`config.mk`:
```
export PLATFORM = sky130hd
export DESIGN_NAME = reset_seq_flat
export DESIGN_NICKNAME = d
export VERILOG_FILES = /design/src/rtl/reset_seq_if.sv /design/src/rtl/reset_seq.sv /design/src/flat_wrapper.sv
export SDC_FILE = /design/constraint.sdc
export NUM_CORES = 1
export LEC_CHECK = 0
export ABC_AREA = 1
export CAP_MARGIN = 20
export CORE_AREA = 2 2 55 57
export CTS_CLUSTER_DIAMETER = 40
export CTS_CLUSTER_SIZE = 24
export DETAILED_ROUTE_END_ITERATION = 10
export DIE_AREA = 0 0 57 59
export SYNTH_ARGS = -nofsm -noshare
export SYNTH_HDL_FRONTEND = slang
export SYNTH_SLANG_ARGS = --single-unit
```
`constraint.sdc`:
```
create_clock -name clk -period 1.8 [get_ports clk]
set_input_delay 0.45 -clock clk [delete_from_list [all_inputs] [get_ports clk]]
set_output_delay 0.45 -clock clk [all_outputs]
set_load 0.02 [all_outputs]
```
`src/rtl/reset_seq_if.sv`:
```
// ---------------------------------------------------------------------------
// reset_seq_if
//   Bundles the request, control and status signals of the staged reset
//   sequencer. clk and reset_n are not part of the bundle; they stay plain
//   ports on the sequencer.
//
//   Signals:
//     sw_rst_req    software reset request (level, sampled on posedge)
//     wdt_expire    watchdog expiry (level, sampled on posedge)
//     hold_in_reset freezes the release sequence while high
//     stage_rst_n   per-domain active-low resets, stage 0 released first
//     all_released  every stage_rst_n bit is 1
//     busy          inverse of all_released
//     rst_cause     cause of last reset: 00 POR, 01 SW, 10 WDT
//
//   Modports:
//     master  the SoC side: drives requests/hold, observes resets/status
//     slave   the sequencer side
// ---------------------------------------------------------------------------
interface reset_seq_if #(
  parameter int NUM_STAGES = 3
);
  logic                  sw_rst_req;
  logic                  wdt_expire;
  logic                  hold_in_reset;
  logic [NUM_STAGES-1:0] stage_rst_n;
  logic                  all_released;
  logic                  busy;
  logic [1:0]            rst_cause;

  modport master (
    output sw_rst_req, wdt_expire, hold_in_reset,
    input  stage_rst_n, all_released, busy, rst_cause
  );

  modport slave (
    input  sw_rst_req, wdt_expire, hold_in_reset,
    output stage_rst_n, all_released, busy, rst_cause
  );
endinterface

```
`src/rtl/reset_seq.sv`:
```
// ---------------------------------------------------------------------------
// reset_seq
//   Staged reset release sequencer. Sits behind the synchronized reset
//   generator and releases NUM_STAGES reset domains in ascending order,
//   STAGE_DELAY cycles apart. A software request or watchdog expiry pulls
//   every domain back into reset for PULSE_LEN cycles and then replays the
//   release sequence. The cause of the most recent reset is recorded.
//
//   Ports:
//     clk      clock, all state on posedge
//     reset_n  asynchronous active-low reset from the reset generator
//     bus      reset_seq_if.slave: requests, hold, stage resets, status
//
//   Parameters:
//     NUM_STAGES   number of reset domains
//     STAGE_DELAY  cycles between successive stage releases (>=1)
//     PULSE_LEN    cycles all stages stay asserted after a request (>=1)
//     CNT_W        counter width, holds max(STAGE_DELAY, PULSE_LEN)-1
// ---------------------------------------------------------------------------
module reset_seq #(
  parameter int NUM_STAGES  = 3,
  parameter int STAGE_DELAY = 8,
  parameter int PULSE_LEN   = 4,
  parameter int CNT_W       = 8
) (
  input  logic         clk,
  input  logic         reset_n,
  reset_seq_if.slave   bus
);

  localparam int K_W = (NUM_STAGES > 1) ? $clog2(NUM_STAGES) : 1;

  localparam logic [CNT_W-1:0] STAGE_LAST = CNT_W'(STAGE_DELAY - 1);
  localparam logic [CNT_W-1:0] PULSE_LAST = CNT_W'(PULSE_LEN - 1);
  localparam logic [K_W-1:0]   K_LAST     = K_W'(NUM_STAGES - 1);

  typedef enum logic [1:0] {
    ST_WAIT     = 2'd0,
    ST_RUN      = 2'd1,
    ST_REASSERT = 2'd2
  } state_t;

  typedef enum logic [1:0] {
    CAUSE_POR = 2'b00,
    CAUSE_SW  = 2'b01,
    CAUSE_WDT = 2'b10
  } cause_t;

  state_t                state_q, state_d;
  logic [K_W-1:0]        k_q, k_d;
  logic [CNT_W-1:0]      cnt_q, cnt_d;
  logic [NUM_STAGES-1:0] stage_q, stage_d;
  logic                  all_rel_q, all_rel_d;
  cause_t                cause_q, cause_d;

  logic                  req;

  assign req = bus.sw_rst_req | bus.wdt_expire;

  // Next-state and next-output logic.
  always_comb begin
    // NOTE: every variable gets a default before the case so no path leaves
    // it unassigned; otherwise synthesis infers a latch.
    state_d   = state_q;
    k_d       = k_q;
    cnt_d     = cnt_q;
    stage_d   = stage_q;
    all_rel_d = all_rel_q;
    cause_d   = cause_q;

    unique case (state_q)
      ST_WAIT: begin
        if (!bus.hold_in_reset) begin
          if (cnt_q == STAGE_LAST) begin
            stage_d[k_q] = 1'b1;
            cnt_d        = '0;
            k_d          = k_q + K_W'(1);
            if (k_q == K_LAST) begin
              state_d   = ST_RUN;
              all_rel_d = 1'b1;
            end
          end else begin
            cnt_d = cnt_q + CNT_W'(1);
          end
        end
      end

      ST_RUN: begin
        // Outputs hold; only a request (handled below) leaves this state.
      end

      ST_REASSERT: begin
        // Requests and hold are ignored until the pulse has completed.
        if (cnt_q == PULSE_LAST) begin
          state_d = ST_WAIT;
          cnt_d   = '0;
        end else begin
          cnt_d = cnt_q + CNT_W'(1);
        end
      end

      default: begin
        // Unreachable encoding: fall back into a clean reassert.
        state_d   = ST_REASSERT;
        cnt_d     = '0;
        k_d       = '0;
        stage_d   = '0;
        all_rel_d = 1'b0;
      end
    endcase

    // A request in WAIT or RUN overrides the sequencing above; assertion is
    // always simultaneous across all stages. Watchdog wins on a tie.
    if ((state_q == ST_WAIT || state_q == ST_RUN) && req) begin
      state_d   = ST_REASSERT;
      cnt_d     = '0;
      k_d       = '0;
      stage_d   = '0;
      all_rel_d = 1'b0;
      cause_d   = bus.wdt_expire ? CAUSE_WDT : CAUSE_SW;
    end
  end

  // State and output registers.
  always_ff @(posedge clk or negedge reset_n) begin
    if (!reset_n) begin
      state_q   <= ST_WAIT;
      k_q       <= '0;
      cnt_q     <= '0;
      stage_q   <= '0;
      all_rel_q <= 1'b0;
      cause_q   <= CAUSE_POR;
    end else begin
      // NOTE: non-blocking assignments here so every register samples the
      // pre-edge values computed above, independent of statement order.
      state_q   <= state_d;
      k_q       <= k_d;
      cnt_q     <= cnt_d;
      stage_q   <= stage_d;
      all_rel_q <= all_rel_d;
      cause_q   <= cause_d;
    end
  end

  // Outputs come straight from registers; busy is a pure inversion of one.
  assign bus.stage_rst_n  = stage_q;
  assign bus.all_released = all_rel_q;
  assign bus.busy         = ~all_rel_q;
  assign bus.rst_cause    = cause_q;

endmodule

```
`src/flat_wrapper.sv`:
```
// flat-port wrapper written by rule: the top's interface ports become plain ports
module reset_seq_flat 
#(
  parameter int NUM_STAGES  = 3,
  parameter int STAGE_DELAY = 8,
  parameter int PULSE_LEN   = 4,
  parameter int CNT_W       = 8
)
  (clk, reset_n, bus_sw_rst_req, bus_wdt_expire, bus_hold_in_reset, bus_stage_rst_n, bus_all_released, bus_busy, bus_rst_cause);
  reset_seq_if #(.NUM_STAGES(NUM_STAGES)) bus_i ();
  input  logic clk;
  input  logic reset_n;
  input wire logic [$bits(bus_i.sw_rst_req)-1:0] bus_sw_rst_req;
  input wire logic [$bits(bus_i.wdt_expire)-1:0] bus_wdt_expire;
  input wire logic [$bits(bus_i.hold_in_reset)-1:0] bus_hold_in_reset;
  output wire logic [$bits(bus_i.stage_rst_n)-1:0] bus_stage_rst_n;
  output wire logic [$bits(bus_i.all_released)-1:0] bus_all_released;
  output wire logic [$bits(bus_i.busy)-1:0] bus_busy;
  output wire logic [$bits(bus_i.rst_cause)-1:0] bus_rst_cause;
  assign bus_i.sw_rst_req = bus_sw_rst_req;
  assign bus_i.wdt_expire = bus_wdt_expire;
  assign bus_i.hold_in_reset = bus_hold_in_reset;
  assign bus_stage_rst_n = bus_i.stage_rst_n;
  assign bus_all_released = bus_i.all_released;
  assign bus_busy = bus_i.busy;
  assign bus_rst_cause = bus_i.rst_cause;
  reset_seq #(.NUM_STAGES(NUM_STAGES), .STAGE_DELAY(STAGE_DELAY), .PULSE_LEN(PULSE_LEN), .CNT_W(CNT_W)) u_core (.clk(clk), .reset_n(reset_n), .bus(bus_i));
endmodule
```
# Word-level counts from Yosys, hierarchy flattened
# Index checks and enable logic that the tools add are counted.
[classes] n_eq_ne=11 muxes=27 mul=0 magnitude_cmp=2 reduce_logical=9 addsub=2 div_mod_pow=0 bitwise_logic=3 n_shift=0
[ops] op="2-to-1 mux 8 bit" count=4
[ops] op="case mux 8 bit (3 select lines)" count=1
[ops] op="2-to-1 mux 2 bit" count=9
[ops] op="2-to-1 mux 3 bit" count=3
[ops] op="adder 8 x 1 -> 8 bit (second input constant)" count=1
[ops] op="equality test 8 x 2 -> 1 bit (second input constant)" count=1
[ops] op="equality test 8 x 3 -> 1 bit (second input constant)" count=1
[ops] op="inequality test 3 x 2 -> 1 bit (second input constant)" count=2
[ops] op="case mux 2 bit (3 select lines)" count=1
[ops] op="case mux 3 bit (2 select lines)" count=1
[ops] op="2-to-1 mux 1 bit" count=5
[ops] op="AND reduction 5 bit" count=1
[ops] op="equality test 2 bit (second input constant)" count=2
[ops] op="case mux 2 bit (2 select lines)" count=1
[ops] op="AND reduction 4 bit" count=1
[ops] op="< comparator 2 x 3 -> 1 bit (second input constant)" count=1
[ops] op="inequality test 3 x 1 -> 1 bit (second input constant)" count=1
[ops] op="inequality test 3 bit (second input constant)" count=1
[ops] op="OR 3 bit" count=1
[ops] op="AND reduction 3 bit" count=1
[ops] op="adder 2 x 1 -> 2 bit (second input constant)" count=1
[ops] op="demux 1 bit (select 2 bit)" count=1
[ops] op="equality test 2 x 1 -> 1 bit (second input constant)" count=1
[ops] op=">= comparator 2 x 1 -> 1 bit (second input constant)" count=1
[ops] op="10 further kinds" count=11
[totals] latch_bits=0 memories=0 wordCells=60 inputBits=5 mem_bits_ro=0 ff_bits=18 ramBits=0

# Logic depth before layout (Yosys ltp)
[logic_depth] word_depth=9 depth_mapped=10

# Worst setup path before layout
# No wires, ideal clock.
[synth_timing] path_kind="register to register" start="register u_core.state_q[0]" end="register u_core.stage_q[1] (netlist: u_core.bus.stage_rst_n[1])" period_less_slack_ns=1.407 setup_slack_ns=0.393 t_arrival_ns=1.333 path_stages_with_launch=11 path_cell_list="dfrtp_1 > inv_1 > ha_1 > buf_6 > o21ai_4 > nand2_2 > nand2_2 > inv_2 > nand2_4 > nand2_1 > o21ai_2"
[synth_via] elab_chain_len=5
[synth_rtl] item="start, declared" line="reset_seq.sv:49" source="state_t state_q, state_d;"
[synth_rtl] item="start signal, assigned" line="reset_seq.sv:136" source="state_q <= state_d;"
[synth_rtl] item="equality test 2 x 1 -> 1 bit / zero test 2 bit (equally long branches)" line="reset_seq.sv:71, reset_seq.sv:114"
[synth_rtl] item="logical OR 1 bit" line="reset_seq.sv:114" source="if ((state_q == ST_WAIT || state_q == ST_RUN) && req) begin"
[synth_rtl] item="logical AND 1 bit" line="reset_seq.sv:114"
[synth_rtl] item="inequality test 3 x 2 -> 1 bit (no source line) (tied with other cells)"
[synth_rtl] item="AND reduction 3 bit (no source line)"
[synth_rtl] item="end signal, assigned" line="reset_seq.sv:139" source="stage_q <= stage_d;"
[synth_rtl] item="end, declared" line="reset_seq.sv:52" source="logic [NUM_STAGES-1:0] stage_q, stage_d;"
# Several ways; a longest one is shown, not always the timed one.
# A chain may end at the register's enable or synchronous reset.

# Worst setup path after layout
[layout_timing] start="register u_core.stage_q[2] (netlist: u_core.bus.stage_rst_n[2])" end="output port bus_stage_rst_n[2]"
[layout_rtl] item="end, declared" line="flat_wrapper.sv:16" source="output wire logic [$bits(bus_i.stage_rst_n)-1:0] bus_stage_rst_n;"
# No word-level cell between the ends.

==> metrics.md <==
| Metric | Value |
|---|---|
| Port Buffer Count | 11 |
| First-pass GRT wire length | approximately 4600 microns |
| # IOs | 12 |
| Post-synthesis sequential area ratio | between 30% and 40% |
| Critical Path, Cell by Cell | clkdlybuf4s50_1 |
| Mean Syn Cell Area | 7.86 sq um |
| Syn Inst Count | between 150 and 200 |
| Final instance area | between 1000 and 1500 sq um |
| Worst Skew | 0.00197 ns |
| Clock slew at reported path FFs | 0.10 ns |
| Mux contribution to synthesized area | 0% |
| Worst setup SP type | flop |
| Hold_buf cts | 0 |
| Pre-CTS WS | -0.0583 ns |
| Pleak | about 0.67 nW |
| Largest delay share family, worst path | buffers and inverters |
| Int Pwr | 1.04 mW |
| Slew Viols, Final | 0 |
| P&R area growth vs syn | 17.6% |
| Clock Latency Late Sink | ~0.30 ns |
| Most frequent cells in the layout | 46 x nand2_1, 18 x dfrtp_1, 14 x inv_1, 13 x nor2_1, 9 x clkdlybuf4s50_1 |
| Synth Area in Compound Gates | 14.7% |
| Residual DRC count | 0 |
| Max Cap Viol | 0 |
| DR WL/cell | around 13 microns |
| CTS root buf | clkbuf_4 |
| Combinational share of power | between 50% and 60% |
| Total wire length | roughly 2600 microns |
| Pin count of the biggest net entering global routing | 19 |
| Slew Limit Headroom | 80.6% |
| Initial DRC count | 31 |
| Layout cells sized above 1 | 20.1% |
| H-tree depth | 1 |
| Total power | ~2.0 mW |
| RSZ-0062 raised after global routing | no |
| Congestion Overflow GR | 0 |
| Final number of setup-violating endpoints | 0 |
| Slowest CP cell | clkdlybuf4s50_1 |
| EDFF count, synth | 0 |
| Post-detail-place hpwl | approximately 2000 microns |
| Critical Path RT | between 1 and 1.5 ns |
| Sequential power share | between 30 and 40% |
| Synthesized area | 1210 sq um |
| Number of vias per cell | approximately 5 |
| Initial antenna violation count | 0 |
| GRT Total Usage | 17.8% |
| Cell Area, Placed | approximately 1400 sq um |
| Mapped Nets | 167 |
| Post-CTS setup buffers | 0 |
| Actual slew at the worst max-slew pin | ~0.29 ns |
| Initial Util | around 45% |
| Largest family of logic cells by synthesized area | simple AND/OR/NAND/NOR gates |
| Clock share of power | 10.6% |
| Main flop type after synthesis | dfrtp_1 |
| # rows | 19 |
| Placer congestion estimate | between 0.8 and 0.9 |
| Fmax | around 570 MHz |
| Diodes inserted | 0 |
| Final setup margin | 0.0534 ns |
| Synth warn | 0 |
| Nets@finish | between 150 and 200 |
| Crit Path Class | flop to primary output |
| Worst hold-check path type | input port to asynchronous set/reset pin |
| Crit Reg-Reg Startpoint | u_core.state_q[0] |
| Final min period | ~1.7 ns |
| Post-synth cell types | 24 |
| CTS tree | built |
| Std-Cell Core Area | between 2000 and 3000 sq um |
| Switching Fraction | a little under half |
| Total CTS buffers | 3 |
| Total iterations of the first detailed-routing run | 4 |
| Die Area | around 3400 sq um |
| Critical Path Start | u_core.bus.stage_rst_n[2] |
| Critical Path AT | ~1.3 ns |
| Net switching power | 926 uW |
| Critical Path Sink Type | primary output |
| Adder-Cell Fraction of Synth Area | 8.27% |
| Async set or reset register ratio after synthesis | between 90% and 100% |
| Vias in the first global route | roughly 1,100 |
| Die width | 57 microns |
| Die Y | 59 microns |
| Commonest non-fill, non-tap cell in the layout | nand2_1 |
| VDD IR max | about 830 uV |
| PD cells | about 1400 nW/um^2 |
| Clock sink count | 18 |
| CP max FO | 3 |
| Final hold vios | 0 |
| Clk buf depth | 2 |
| Vias | approximately 1,000 |
| Final ANT Viol Nets | 0 |
| CP peak stage delay | 0.61 ns |
| Critical path buffers and inverters | 1 |
| Worst Hold Margin | between 0.4 and 0.5 ns |
| XOR/XNOR share of the synthesized area | 0% |
| Number of synthesized register bits | 18 |
| Run status | finished, final reports clean |
| Post-Synth Simple-Gate Area | ~32% |
| Tcrit/Tclk final | 97.0% |
-- cells in the mapped netlist (4+ instances only) --
master	number	share of area (%)
a21oi_1	6	2.5
dfrtp_1	18	37
ha_1	8	8.3
inv_1	14	4.3
inv_2	4	1.2
nand2_1	46	14
nand2_2	5	2.6
nand3_1	5	2.1
nor2_1	13	4.0
o21ai_0	4	1.7
-- kinds of logic after synthesis --
logic type	after synthesis
flip-flops	18
buffers and inverters	20
AO/OA/AOI/OAI	25
adder cells (fa/ha/maj)	8
AND/OR/NAND/NOR	83
-- metrics by stage --
stage | utilization, % | std cells | setup TNS [ns]
after global placement | 51.5 | 202 | -0.0156
after CTS | 52.3 | 205 | 0
after global routing | 52.5 | 205 | 0
after floorplan | - | 154 | 0
final | 52.5 | 205 | 0
after detailed placement | 51.5 | 202 | -0.137
-- layer usage --
layer  vias up  global-route usage (%)  wire length (microns)  share of wire, %
met2        13                    31.9                   1310                50
met4         0                    7.64                     76               2.9
li1        530                       -                      -                 -
met5         -                       0                      0                 0
met1       488                    21.5                   1190                45
met3         9                    2.18                     51               1.9
-- timing repair --
item / in CTS / in global routing
gates cloned: 0 / 0
gates resized for setup: 1 / 2
setup endpoints to repair: 1 / 2
hold endpoints to repair: 0 / 0
-- cell type report --
| type | instances | area [sq um] |
|---|---|---|
| well taps | 31 | 38.8 |
| clock buffers | 3 | 22.5 |
| repair buffers | 19 | 171 |
| flip-flops and latches | 18 | 450 |
| fillers | 259 | 1290 |
| inverters | 18 | 67.6 |
| multi-input cells | 116 | 672 |
-- sequential cells by signal, summed over array words and instances (netlist names) --
signal	flops
u_core.k_q	2
u_core.bus.rst_cause	2
u_core.bus.stage_rst_n	3
u_core.cnt_q	8
u_core.state_q	2
u_core.bus.all_released	1
-- final timing paths --
check                                               end  cells after the start  slack (ns)
worst max-delay path                 bus_stage_rst_n[2]                      1        0.05
worst min-delay path                    u_core.cnt_q[3]                      2        0.47
worst max register to register          u_core.cnt_q[3]                      8        0.20
worst min register to register  u_core.bus.rst_cause[1]                      2        0.50
max in group asynchronous                 u_core.k_q[0]                      2        1.14
min in group clk                u_core.bus.rst_cause[1]                      2        0.50
-- power groups by stage --
stage	combinational, mW	sequential, mW	clock [mW]
final	1.16	0.599	0.208
after global routing	1.29	0.615	0.227
after detailed placement	1.15	0.609	0
after CTS	1.16	0.600	0.217
after floorplan	0.774	0.650	0
after global placement	1.14	0.602	0
Note: power is estimated with default switching activity, not from simulation.
